## config.mk

```make
export PLATFORM = sky130hd
export DESIGN_NAME = tile_flash_ctrl
export DESIGN_NICKNAME = d
export VERILOG_FILES = /design/src/rtl/tile_pkg.sv /design/src/rtl/tile_geom.sv /design/src/rtl/tile_flash_ctrl.sv
export SDC_FILE = /design/constraint.sdc
export NUM_CORES = 1
export LEC_CHECK = 0
export CAP_MARGIN = 40
export CELL_PAD_IN_SITES_DETAIL_PLACEMENT = 1
export CELL_PAD_IN_SITES_GLOBAL_PLACEMENT = 1
export CORE_UTILIZATION = 40
export DETAILED_ROUTE_END_ITERATION = 12
export DONT_BUFFER_PORTS = 1
export GPL_ROUTABILITY_DRIVEN = 0
export GPL_TIMING_DRIVEN = 0
export PLACE_DENSITY_LB_ADDON = 0.1
export SLEW_MARGIN = 20
export SYNTH_ARGS = -nofsm -noshare
export SYNTH_HDL_FRONTEND = slang
export SYNTH_SLANG_ARGS = --single-unit
```

## constraint.sdc

```tcl
create_clock -name clk -period 2.68 [get_ports clk]
set_input_delay 0.67 -clock clk [delete_from_list [all_inputs] [get_ports clk]]
set_output_delay 0.67 -clock clk [all_outputs]
set_load 0.01 [all_outputs]
```

## src/rtl/tile_pkg.sv

```systemverilog
// Shared constants for the 2x2 board of 8x8 tiles: geometry, palette and
// flash-controller state encoding.
package tile_pkg;

   localparam int TILE_SIZE = 8;
   localparam int SIDE_W    = $clog2(TILE_SIZE);
   localparam int CNT_W     = 2 * SIDE_W;

   typedef logic [1:0] tile_idx_t;

   localparam logic [2:0] COLOUR_BLACK = 3'b000;
   localparam logic [2:0] COLOUR_WHITE = 3'b111;

   localparam logic [7:0] TILE0_OX = 8'd0;
   localparam logic [6:0] TILE0_OY = 7'd0;
   localparam logic [2:0] TILE0_LIT = 3'b001;
   localparam logic [7:0] TILE1_OX = 8'(TILE_SIZE);
   localparam logic [6:0] TILE1_OY = 7'd0;
   localparam logic [2:0] TILE1_LIT = 3'b010;
   localparam logic [7:0] TILE2_OX = 8'd0;
   localparam logic [6:0] TILE2_OY = 7'(TILE_SIZE);
   localparam logic [2:0] TILE2_LIT = 3'b011;
   localparam logic [7:0] TILE3_OX = 8'(TILE_SIZE);
   localparam logic [6:0] TILE3_OY = 7'(TILE_SIZE);
   localparam logic [2:0] TILE3_LIT = 3'b100;

   localparam logic [2:0] ST_IDLE     = 3'd0;
   localparam logic [2:0] ST_DRAW_ON  = 3'd1;
   localparam logic [2:0] ST_HOLD     = 3'd2;
   localparam logic [2:0] ST_DRAW_OFF = 3'd3;
   localparam logic [2:0] ST_DONE     = 3'd4;

   // True for the first or last row/column of a tile (outline pixels).
   function automatic logic is_edge(input logic [SIDE_W-1:0] v);
      return (v == '0) || (v == SIDE_W'(TILE_SIZE - 1));
   endfunction

endpackage

```

## src/rtl/tile_geom.sv

```systemverilog
// Tile index -> on-screen origin and lit colour. Purely combinational so the
// board-init drawer can share it.
module tile_geom
   import tile_pkg::*;
(
   input  logic [1:0] tile,
   output logic [7:0] ox,
   output logic [6:0] oy,
   output logic [2:0] lit
);

   always_comb begin
      ox  = TILE0_OX;
      oy  = TILE0_OY;
      lit = TILE0_LIT;
      case (tile)
         2'd1: begin ox = TILE1_OX; oy = TILE1_OY; lit = TILE1_LIT; end
         2'd2: begin ox = TILE2_OX; oy = TILE2_OY; lit = TILE2_LIT; end
         2'd3: begin ox = TILE3_OX; oy = TILE3_OY; lit = TILE3_LIT; end
         default: begin ox = TILE0_OX; oy = TILE0_OY; lit = TILE0_LIT; end
      endcase
   end

endmodule

```

## src/rtl/tile_flash_ctrl.sv

```systemverilog
// Flashes one board tile: raster lit, hold, raster black, pulse done.
// Define TILE_BORDER_EN to draw a white outline during the lit raster.
module tile_flash_ctrl
   import tile_pkg::*;
#(
   parameter int HOLD_CYCLES = 25000000,
   parameter int HOLD_W      = 25
) (
   input  logic       clk,
   input  logic       resetn,
   input  logic       req,
   input  logic [1:0] tile,
   input  logic       abort,
   output logic       ready,
   output logic       done,
   output logic [7:0] x,
   output logic [6:0] y,
   output logic [2:0] colour,
   output logic       plot
);

   localparam logic [CNT_W-1:0]  CNT_LAST  = '1;
   localparam logic [HOLD_W-1:0] HOLD_LAST = HOLD_W'(HOLD_CYCLES - 1);

   logic [2:0]        state_q, state_d;
   tile_idx_t         tile_q, tile_d;
   logic [CNT_W-1:0]  cnt_q, cnt_d;
   logic [HOLD_W-1:0] hold_q, hold_d;
   logic              done_q, done_d;
   logic              plot_q, plot_d;
   logic [7:0]        x_q, x_d;
   logic [6:0]        y_q, y_d;
   logic [2:0]        colour_q, colour_d;

   tile_idx_t         geom_tile;
   logic [7:0]        ox;
   logic [6:0]        oy;
   logic [2:0]        lit;
   logic              pix_load, pix_black;
   logic [SIDE_W-1:0] col, row;
   logic [2:0]        on_colour;

   // Geometry must be valid on the acceptance edge, before tile_q is loaded.
   assign geom_tile = (state_q == ST_IDLE) ? tile : tile_q;

   tile_geom u_geom (
      .tile (geom_tile),
      .ox   (ox),
      .oy   (oy),
      .lit  (lit)
   );

   always_comb begin
      state_d   = state_q;
      tile_d    = tile_q;
      cnt_d     = cnt_q;
      hold_d    = hold_q;
      done_d    = 1'b0;
      plot_d    = 1'b0;
      x_d       = x_q;
      y_d       = y_q;
      colour_d  = colour_q;
      pix_load  = 1'b0;
      pix_black = 1'b0;

      case (state_q)
         ST_IDLE: begin
            if (req && !abort) begin
               tile_d   = tile;
               state_d  = ST_DRAW_ON;
               cnt_d    = '0;
               pix_load = 1'b1;
            end
         end
         ST_DRAW_ON: begin
            if (cnt_q == CNT_LAST) begin
               state_d = ST_HOLD;
               hold_d  = '0;
            end else begin
               cnt_d    = cnt_q + CNT_W'(1);
               pix_load = 1'b1;
            end
         end
         ST_HOLD: begin
            if (hold_q == HOLD_LAST) begin
               state_d   = ST_DRAW_OFF;
               cnt_d     = '0;
               pix_load  = 1'b1;
               pix_black = 1'b1;
            end else begin
               hold_d = hold_q + HOLD_W'(1);
            end
         end
         ST_DRAW_OFF: begin
            if (cnt_q == CNT_LAST) begin
               state_d = ST_DONE;
               done_d  = 1'b1;
            end else begin
               cnt_d     = cnt_q + CNT_W'(1);
               pix_load  = 1'b1;
               pix_black = 1'b1;
            end
         end
         ST_DONE: state_d = ST_IDLE;
         default: state_d = ST_IDLE;
      endcase

      if (abort && (state_q != ST_IDLE)) begin
         state_d  = ST_IDLE;
         cnt_d    = '0;
         hold_d   = '0;
         done_d   = 1'b0;
         pix_load = 1'b0;
      end

      // Outputs are registered, so the pixel shown next cycle is cnt_d.
      col = cnt_d[SIDE_W-1:0];
      row = cnt_d[CNT_W-1:SIDE_W];
`ifdef TILE_BORDER_EN
      on_colour = (is_edge(row) || is_edge(col)) ? COLOUR_WHITE : lit;
`else
      on_colour = lit;
`endif
      if (pix_load) begin
         plot_d   = 1'b1;
         x_d      = ox + {{(8 - SIDE_W){1'b0}}, col};
         y_d      = oy + {{(7 - SIDE_W){1'b0}}, row};
         colour_d = pix_black ? COLOUR_BLACK : on_colour;
      end
   end

   always_ff @(posedge clk or negedge resetn) begin
      if (!resetn) begin
         state_q  <= ST_IDLE;
         tile_q   <= '0;
         cnt_q    <= '0;
         hold_q   <= '0;
         done_q   <= 1'b0;
         plot_q   <= 1'b0;
         x_q      <= '0;
         y_q      <= '0;
         colour_q <= '0;
      end else begin
         state_q  <= state_d;
         tile_q   <= tile_d;
         cnt_q    <= cnt_d;
         hold_q   <= hold_d;
         done_q   <= done_d;
         plot_q   <= plot_d;
         x_q      <= x_d;
         y_q      <= y_d;
         colour_q <= colour_d;
      end
   end

   assign ready  = (state_q == ST_IDLE);
   assign done   = done_q;
   assign plot   = plot_q;
   assign x      = x_q;
   assign y      = y_q;
   assign colour = colour_q;

endmodule

```

Word level (Yosys, flattened, before mapping)
Cells that the tools add are included.

Add/sub/neg operators: 4. Equal/unequal tests: 13. Multiplexer cells: 30. Reductions and logical operators: 12.

Operators with widths (count): two-way mux 25 bit (3); one-hot mux 25 bit (2 select lines) (1); adder 25 x 1 -> 25 bit, second input constant (1); == test 25 bit, second input constant (1); two-way mux 6 bit (4); two-way mux 3 bit (6); one-hot mux 6 bit (3 select lines) (1); != test 3 bit, second input constant (4); one-hot mux 3 bit (4 select lines) (1); one-hot mux 3 bit (3 select lines) (1); adder 8 x 3 -> 8 bit (1); two-way mux 1 bit (8); two-way mux 4 bit (2); adder 7 x 3 -> 7 bit (1); adder 6 x 1 -> 6 bit, second input constant (1); == test 3 x 2 -> 1 bit, second input constant (2); == test 6 bit, second input constant (1); nonzero test 3 bit (2); OR reduction 2 bit (3); == test 2 bit, second input constant (2); AND reduction 4 bit (1); == test 3 x 1 -> 1 bit, second input constant (1); zero test 3 bit (1); != test 3 x 1 -> 1 bit, second input constant (1); other kinds (8) (9).

Bits in registers: 56. Input bits: 6. Output and inout port bits: 21. Logic and storage cells: 68.

Logic depth before layout (Yosys ltp)
Gate-level depths: netlist (run 1).

Depth after elaboration: 6. Depth in mapped cells: 8. Depth with buffers taken out: 7.

Modules after synthesis
A second synthesis (run 1) with hierarchy kept.

Cell total of the unflattened synthesis: 367. Area total of the unflattened synthesis: 3595.9 um^2.

Modules (own cells, without submodules): tile_flash_ctrl (instances 1, cells an instance 344, area an instance 3418.3 um^2, sequential area each 1401.3 um^2); tile_geom (instances 1, cells an instance 23, area an instance 177.7 um^2, sequential area each 0.0 um^2).

Least setup slack after synthesis (run 1)
No wires, ideal clock.

Path kind: register to register. From: register hold_q[6]. To: register x_q[0] (netlist: x[0]). Setup time: 128 ps. Arrival: 2128 ps. Data required time: 2552 ps. Setup slack: 424 ps. Cell stages (with the launch flop): 7. Path buffers: 0. Period minus slack after synthesis: 2256 ps. Cell sequence: dfrtp_1 -> or4_1 -> or4_4 -> o21ai_4 -> nand3_4 -> inv_4 -> mux2_1.

Elaborated cells on any way between the ends: 8. Those cells by class: add/sub: 1; eq/ne: 1; mux: 6.

RTL lines: start, declared (line tile_flash_ctrl.sv:28) `logic [HOLD_W-1:0] hold_q, hold_d;`; start signal, assigned (line tile_flash_ctrl.sv:147) `hold_q <= hold_d;`; == test 25 bit (line tile_flash_ctrl.sv:85) `if (hold_q == HOLD_LAST) begin`; two-way mux 1 bit (line tile_flash_ctrl.sv:85); one-hot mux 1 bit (3 select lines) (line tile_flash_ctrl.sv:66) `case (state_q)`; two-way mux 1 bit (line tile_flash_ctrl.sv:108) `if (abort && (state_q != ST_IDLE)) begin`; via pix_load (line tile_flash_ctrl.sv:39) `logic pix_load, pix_black;`; end signal, assigned (line tile_flash_ctrl.sv:140) `x_q <= '0;`; end signal, assigned (line tile_flash_ctrl.sv:150) `x_q <= x_d;`; end, declared (line tile_flash_ctrl.sv:31) `logic [7:0] x_q, x_d;`.

The timed path passes the listed nets, and every way through them passes these cells. A chain may end at the register's enable or synchronous reset.

Worst setup path after layout (run 1)
From: register hold_q[6]. To: register y_q[2] (netlist: y[2]).

Elaborated cells on any way between the ends: 8. Those cells by class: add/sub: 1; eq/ne: 1; mux: 6.

RTL lines: == test 25 bit (line tile_flash_ctrl.sv:85); two-way mux 1 bit (line tile_flash_ctrl.sv:85); one-hot mux 1 bit (3 select lines) (line tile_flash_ctrl.sv:66); two-way mux 1 bit (line tile_flash_ctrl.sv:108); via pix_load (line tile_flash_ctrl.sv:39); end signal, assigned (line tile_flash_ctrl.sv:151) `y_q <= y_d;`; end, declared (line tile_flash_ctrl.sv:32) `logic [6:0] y_q, y_d;`.

The timed path passes the listed nets, and every way through them passes these cells.

==> impl_metrics.ini, run 1 <==
[timing]
timing.fmax_mhz = 394
finalMaxSlewViolations = 0
worstMarginPinSlew_ns = 0.637
rsz0062_at_grt = false
finalHoldViolCount = 0
fin_crit_ns = 2.54
layout_setup_ws_ns = 0.143
slew_headroom_pct = 57.2
whs_ns = 0.0413
finClkSkew_ns = 0.0158
min_period_over_period_pct = 94.7
setup_violations = 0
fin_tns_setup_ns = 0

[drt]
drt_iter0_markers = 90
wl_per_cell_um = 18.0
avgViaCountPerCell = 5.80
drc = 0
wirelength_um = 6890
ant_nets = 0
num_vias = 2214
drtPass1Iterations = 4

[worst_hold_path]
hold_class = input port to async pin

[cells_and_area]
multi_input_area_um2 = 1370
regArea_um2 = 1230
fillers = 753
finalNetCount = 313
design_area_um2 = 2960
area_growth_pct = 7.98
drive_above_1_share_pct = 10.5
antennaDiodeCount = 0
fin_cells = 382

[critical_path]
end_kind = register
r2r_slack_ns = 0.14
crit_path_max_fanout = 8
worst_setup_path_start_kind = register
worstPathRequired_ns = 2.88
r2r_start = hold_q[6]
r2r_end = y[2]
ff2ff_path_depth = 6
worstPathArrival_ns = 2.74
crit_type = register to register

[synth]
muxShareOfSynthArea_pct = 5.24
avgSynthCellArea_um2 = 9.43
synthXorXnorAreaFrac_pct = 0.319
synth_compound_area_share_pct = 16.7
syn_area_um2 = 2740
async_flop_share_pct = 100
synthCells = 291
synth_top_family_by_area = simple AND/OR/NAND/NOR gates
synth_seq_cells = 49
yosysWarnings = 0
synth.distinct_cells = 57
synth_edf_count = 0
synth_top_flop_cell = dfrtp_1
synthAdderAreaFrac_pct = 1.37
yosysSeqAreaShare_pct = 44.7
synthSimpleGateAreaFrac_pct = 25.3

[floorplanning]
die_area_um2 = 7200
die_y_um = 84.8
std_cell_rows = 29
core_um2 = 6490
chipWidth_um = 84.8
pin_count = 27
start_util_pct = 42.2

[run_status]
status = finished clean

[power]
powerDensity_nw_per_um2 = 581
vdd_ir_drop_max_mv = 0.333
power_leakage_nw = 1.35

[clock_network]
clk_pin_slew_ns = 0.11
cts_setup_buffers = 0
cts_resized = 0
cts_tree = built
cts-root-buf = clkbuf_8
cts.sinks = 49
holdBufCountCts = 0
clk_latency_ns = 0.31
htreeDepth = 2
cts_buffers = 5
clockBufferDepth = 2

[global_routing]
track_usage_pct = 20.6
grt_pass1_wl_um = 11500
grt_pass1_vias = 2229
antenna_found_initial = 0
grt_max_degree = 50
grt_remaining_overflow = 0

[place]
hpwlAfterDp_um = 5050
dpl_cell_area_um2 = 2860
placed_cells = 374
place_ws_ns = 0.121
portBuffers = 0

[flow_run]
maxCapViolCount = 0
-- worst max-delay path, stage by stage, from the launching register on --
cell     delay (ns)
dfrtp_1        0.45
or4_1          0.55
or4_4          0.45
o21ai_4        0.29
nand3_4        0.18
inv_4          0.18
mux2_1         0.34
-- kinds of logic after synthesis --
family / count (synthesis)
other cells: 1
mux: 12
simple gates: 130
fa+ha+maj: 3
flops: 49
compound gates: 63
xor+xnor: 1
buf+inv: 32
-- routing by layer --
metal  global-route usage (%)  part of all wire (%)  up-vias
li1                         -                     -     1087
met1                     27.2                    47     1097
met2                     35.7                    49       25
met3                     3.21                   2.6        5
met4                     4.62                  0.70        0
met5                        0                     0        -
-- cells in the mapped netlist, drive strengths merged, types with 3 or more instances --
master | number | area (um^2)
inv | 13 | 51.3
nand3 | 14 | 82.6
a22o | 4 | 35.0
or4 | 20 | 154
buf | 11 | 91.3
nor3 | 4 | 20.0
nand2 | 49 | 191
o211ai | 16 | 120
a21oi | 13 | 65.1
dfrtp | 49 | 1230
a21o | 4 | 30.0
and2 | 5 | 31.3
nor4 | 3 | 18.8
nand2b | 4 | 25.0
nand4 | 7 | 43.8
mux2 | 10 | 124
clkbuf | 8 | 30.0
ha | 3 | 37.5
and3 | 4 | 25.0
nor2 | 13 | 48.8
o21ai | 7 | 46.3
-- cell type report --
class / count / area share, %
clock buffers: 6 / 2.79
flip-flops and latches: 49 / 41.4
multi-input cells: 216 / 46.2
clock inverters: 2 / 0.591
plain buffers: 19 / 4.10
inverters: 13 / 1.73
well taps: 77 / 3.25
-- worst max path at each step --
stage                   start   end  slack [ns]  cells past startpoint
finish              hold_q[6]  y[2]        0.14                      6
global route        hold_q[6]  y[2]        0.02                      6
detailed placement  hold_q[6]  y[2]        0.12                      6
floorplan           hold_q[6]  x[0]        0.42                      6
CTS                 hold_q[6]  y[2]        0.12                      6
global placement    hold_q[6]  y[3]        0.15                      6
-- state kept, by name, summed over array words and instances (netlist names), 2 cells and up --
signal / count
cnt_q: 6
x: 4
hold_q: 25
state_q: 3
colour: 3
y: 4
tile_q: 2
-- report_power, final --
| part | switching [mW] | internal [mW] | leakage [nW] |
|---|---|---|---|
| registers | 0.0854 | 0.821 | 0.664 |
| clock network | 0.274 | 0.215 | 0.0518 |
| logic | 0.191 | 0.135 | 0.631 |
-- metrics by stage --
stage / util, % / power [mW]
final: 45.6 / 1.72
after global routing: 45.6 / 1.81
after CTS: 45.6 / 1.74
after detailed placement: 44.1 / 1.25
after global placement: 44.1 / 1.24
after floorplan: - / 1.16
-- cell usage in the layout (no fill, tap or decap), drive strengths merged, types with 3 or more instances in the layout --
master / n
a21o: 4
nor3: 4
nand2: 49
a21oi: 13
and3: 4
a22o: 4
nand4: 7
o21ai: 7
and2: 5
nand3: 14
or4: 20
buf: 11
o211ai: 16
nor4: 3
inv: 14
mux2: 10
nand2b: 4
ha: 3
conb: 7
dfrtp: 49
clkbuf: 14
nor2: 13
(Power assumes the default switching activity.)
==> inputs of run 2 (changes only) <==
--- a/config.mk
+++ b/config.mk
@@ -8,7 +8,9 @@
 export CAP_MARGIN = 40
 export CELL_PAD_IN_SITES_DETAIL_PLACEMENT = 1
 export CELL_PAD_IN_SITES_GLOBAL_PLACEMENT = 1
+export CORE_ASPECT_RATIO = 1.25
 export CORE_UTILIZATION = 40
+export CTS_BUF_LIST = sky130_fd_sc_hd__clkbuf_4
 export DETAILED_ROUTE_END_ITERATION = 12
 export DONT_BUFFER_PORTS = 1
 export GPL_ROUTABILITY_DRIVEN = 0
==> run 2 against run 1 <==
  * Power decreased by 1.5%
  * Clock power shrank 8.6%
  * Utilization shrank 0.18 points
  * Largest cell class unchanged
  * Worst setup slack better by 0.014 ns
  * Sequential power hardly changed
  * Hold slack better by 0.081 ns
  * Cell count rose by 3.1%
  * Largest power group unchanged
  * Highest routed layer unchanged
  * Sequential cell count is the same
  * Register-to-register slack barely moved
==> impl_metrics.ini, run 2 (same netlist as run 1, synthesis figures left out) <==
[clock_network]
clk_pin_slew_ns = 0.15
cts_buffers = 5
cts.sinks = 49
clockBufferDepth = 2
cts-root-buf = clkbuf_4
clk_latency_ns = 0.38
cts_tree = built
htreeDepth = 2

[floorplanning]
pin_count = 27
die_y_um = 94.6
core_um2 = 6610
start_util_pct = 41.5
die_area_um2 = 7200
std_cell_rows = 33
chipWidth_um = 76.1

[timing]
setup_violations = 0
slew_headroom_pct = 49.2
timing.fmax_mhz = 396
finClkSkew_ns = 0.0240
worstMarginPinSlew_ns = 0.757
finalHoldViolCount = 0
min_period_over_period_pct = 94.2
fin_crit_ns = 2.52
finalMaxSlewViolations = 0
fin_tns_setup_ns = 0
rsz0062_at_grt = false
layout_setup_ws_ns = 0.156

[drt]
ant_nets = 0
drtPass1Iterations = 4
drc = 0
wirelength_um = 7170
num_vias = 2301
wl_per_cell_um = 18.2
avgViaCountPerCell = 5.84
drt_iter0_markers = 94

[place]
portBuffers = 0
place_ws_ns = 0.176
hpwlAfterDp_um = 5270

[critical_path]
worstPathRequired_ns = 2.93
worstPathArrival_ns = 2.78
cpPeakStageDelay_ns = 0.54
end_kind = register
crit_chain = or4_1 > or4_4 > o21ai_4 > buf_12 > buf_6 > buf_8 > a21boi_1 > a2bb2oi_1
worst_setup_path_start_kind = register
crit_type = register to register
crit_path_max_fanout = 10
cpMaxStageDelayCell = or4_1

[cells_and_area]
regMostFlops = hold_q
postLayoutCoreUtil_pct = 45.4
finalNetCount = 315
largest_reg_flops = 25
final_cell_mix = 49 x dfrtp_1, 48 x nand2_1, 19 x or4_1
antennaDiodeCount = 0
reg_top3 = hold_q: 25 flops, cnt_q: 6 flops
layout_commonest_cell = dfrtp_1
drive_above_1_share_pct = 10.7
area_growth_pct = 9.39

[global_routing]
antenna_found_initial = 0
grt_pass1_wl_um = 12400
grt_remaining_overflow = 0
grt_max_degree = 50
grt_pass1_vias = 2432
track_usage_pct = 21.9

[flow_run]
maxCapViolCount = 0

[power]
power_leakage_nw = 1.36
power_mw = 1.70
powerDensity_nw_per_um2 = 565
vdd_ir_drop_max_mv = 0.276

[worst_hold_path]
hold_class = input port to async pin

[run_status]
status = finished clean
## run 2: changes by cell type in the layout (fill, tap and decap cells not counted), sizes merged
cell and delta:
buf +2, inv -1, bufinv +1
## run 2: report_power, final
part           switching, mW  total, mW  internal, mW
sequential            0.0872      0.908         0.821
clock                  0.242      0.447         0.205
combinational          0.203      0.341         0.138
## run 2: worst paths after layout
check,startpoint,depth (start not counted),slack (ns),endpoint
setup / recovery,hold_q[6],8,0.16,cnt_q[0]
hold / removal,resetn,1,0.12,hold_q[9]
setup reg to reg,hold_q[6],8,0.16,cnt_q[0]
hold reg to reg,tile_q[0],1,0.52,tile_q[0]
max in group asynchronous,resetn,1,2.31,y[2]
min in group clk,tile[1],1,0.44,tile_q[1]
## run 2: what timing repair did
item	4_1_cts	5_1_grt
hold endpoints to repair	49	0
endpoints found under the setup margin	0	1
setup buffers	0	1
gates resized for setup	0	0
hold buffers	1	0
## run 2: per-stage QoR
stage,cells,hold WS [ns],cell area (um^2)
floorplan,297,0.374,2770
global placement,384,0.376,2880
detailed placement,384,0.376,2880
CTS,393,0.119,2980
global route,394,0.117,3000
finish,394,0.123,3000
## run 2: layout make-up
| class | count | area, um^2 |
|---|---|---|
| fillers | 765 | 3600 |
| repair buffers | 2 | 47.5 |
| clock buffers | 6 | 45.0 |
| flip-flops and latches | 49 | 1230 |
| inverters | 13 | 51.3 |
| clock inverters | 2 | 33.8 |
| multi-input cells | 216 | 1370 |
| well taps | 87 | 109 |
| plain buffers | 19 | 121 |
## run 2: routing by layer
| layer | track usage [%] | vias to the layer above | routed length (um) |
|---|---|---|---|
| li1 | - | 1093 | - |
| met1 | 25.2 | 1172 | 2990 |
| met2 | 42.0 | 26 | 3920 |
| met3 | 3.19 | 10 | 157 |
| met4 | 6.73 | 0 | 104 |
| met5 | 0 | - | 0 |
## run 2: critical path: cells and delay by family (launching register included)
kind	cells	cell delay [ns]
AO/OA/AOI/OAI	3	0.48
buffers and inverters	3	0.46
flip-flops	1	0.46
AND/OR/NAND/NOR	2	1.00
==> inputs of run 3 (changes only) <==
--- a/config.mk
+++ b/config.mk
@@ -15,6 +15,7 @@
 export DONT_BUFFER_PORTS = 1
 export GPL_ROUTABILITY_DRIVEN = 0
 export GPL_TIMING_DRIVEN = 0
+export MAX_ROUTING_LAYER = met4
 export PLACE_DENSITY_LB_ADDON = 0.1
 export SLEW_MARGIN = 20
 export SYNTH_ARGS = -nofsm -noshare
==> run 3 against run 2 <==
  * Clock skew is 0.0072 ns higher
  * Combinational power hardly changed
  * Maximum frequency about the same
  * Worst setup slack barely moved
  * Critical endpoint unchanged
  * Clock power grew 1%
  * Highest routed layer unchanged
  * Wire length about the same
  * Sequential power about the same
==> impl_metrics.ini, run 3 (same netlist as run 1, synthesis figures left out) <==
[floorplanning]
die_area_um2 = 7200
pin_count = 27
std_cell_rows = 33
chipWidth_um = 76.1
core_um2 = 6610
start_util_pct = 41.5
die_y_um = 94.6

[cells_and_area]
finalNetCount = 315
layout_commonest_cell = dfrtp_1
regMostFlops = hold_q
final_cell_mix = 49 x dfrtp_1, 48 x nand2_1, 19 x or4_1
fin_cells = 394
largest_reg_flops = 25
reg_top3 = hold_q: 25 flops, cnt_q: 6 flops
antennaDiodeCount = 0
drive_above_1_share_pct = 10.7
area_growth_pct = 9.39
postLayoutCoreUtil_pct = 45.4

[place]
place_ws_ns = 0.176
placed_cells = 384
portBuffers = 0
hpwlAfterDp_um = 5270

[timing]
rsz0062_at_grt = false
setup_violations = 0
layout_setup_ws_ns = 0.156
fin_crit_ns = 2.52
finalHoldViolCount = 0
fin_tns_setup_ns = 0
finalMaxSlewViolations = 0
min_period_over_period_pct = 94.2
finClkSkew_ns = 0.0312
timing.fmax_mhz = 396
slew_headroom_pct = 50.1
worstMarginPinSlew_ns = 0.742

[critical_path]
r2r_slack_ns = 0.16
end_kind = register
worstPathRequired_ns = 2.94
cp-endpoint = cnt_q[0]
r2r_end = cnt_q[0]
crit_path_max_fanout = 10
crit_type = register to register
ff2ff_path_depth = 9
worstPathArrival_ns = 2.78
r2r_start = hold_q[0]
worst_setup_path_start_kind = register
cp-startpoint = hold_q[0]

[clock_network]
cts.sinks = 49
clk_pin_slew_ns = 0.16
cts_tree = built
htreeDepth = 2
clk_latency_ns = 0.38
cts-root-buf = clkbuf_4
cts_buffers = 5
clockBufferDepth = 2
cts_resized = 0

[global_routing]
grt_pass1_wl_um = 12400
grt_max_degree = 50
antenna_found_initial = 0
track_usage_pct = 22.6
grt_pass1_vias = 2434
grt_remaining_overflow = 0

[drt]
ant_nets = 0
wirelength_um = 7170
drc = 0
avgViaCountPerCell = 5.85
drtPass1Iterations = 4
num_vias = 2305
wl_per_cell_um = 18.2
drt_iter0_markers = 99

[power]
power_leakage_nw = 1.36
powerDensity_nw_per_um2 = 567
power_mw = 1.70
vdd_ir_drop_max_mv = 0.279

[run_status]
status = finished clean

[flow_run]
maxCapViolCount = 0

[worst_hold_path]
hold_class = input port to async pin
[run 3: cell counts in the layout (fill, tap and decap cells not counted)]
Identical to the previous run, type by type.
[run 3: area by class of cell]
type                            instances  area, um^2
Clock buffer                            6        45.0
Timing Repair Buffer                    2        47.5
Inverter                               13        51.3
Fill cell                             765        3600
Tap cell                               87         109
Buffer                                 19         121
Multi-Input combinational cell        216        1370
Clock inverter                          2        33.8
Sequential cell                        49        1230
[run 3: worst min-delay path by stage]
stage / end / slack [ns] / cells after the start
2_1_floorplan: cnt_q[0] / 0.37 / 0
3_3_place_gp: hold_q[4] / 0.38 / 0
3_5_place_dp: hold_q[5] / 0.38 / 0
4_1_cts: hold_q[5] / 0.12 / 1
5_1_grt: hold_q[4] / 0.12 / 1
6_report: hold_q[9] / 0.11 / 1
[run 3: layer usage]
layer,vias up,share of wire [%],track usage [%]
met5,-,0,-
met4,0,1.4,6.73
met3,10,2.3,3.09
met2,25,54,42.0
met1,1176,42,25.4
li1,1094,-,-
[run 3: per-stage QoR]
stage / area [um^2] / hold WS, ns
floorplan: 2770 / 0.374
global placement: 2880 / 0.376
detailed placement: 2880 / 0.376
CTS: 2980 / 0.119
finish: 3000 / 0.114
global route: 3000 / 0.117
[run 3: repair_timing]
action                                  in CTS  in global routing
hold buffers                                 1                  0
buffers inserted                             0                  1
hold endpoints to repair                    49                  0
endpoints found under the setup margin       0                  1
[run 3: power by group]
| part | total, mW | switching, mW | internal [mW] |
|---|---|---|---|
| Sequential | 0.908 | 0.0870 | 0.821 |
| Combinational | 0.341 | 0.203 | 0.138 |
| Clock | 0.453 | 0.248 | 0.205 |
| Total | 1.70 | 0.538 | 1.16 |
[run 3: worst max-delay path, stage by stage (launching register included)]
cell	delay, ns
dfrtp_1	0.43
ha_1	0.24
nand4_1	0.20
or4_4	0.60
o21ai_4	0.26
buf_12	0.15
buf_6	0.15
buf_8	0.16
a21boi_1	0.08
a2bb2oi_1	0.14
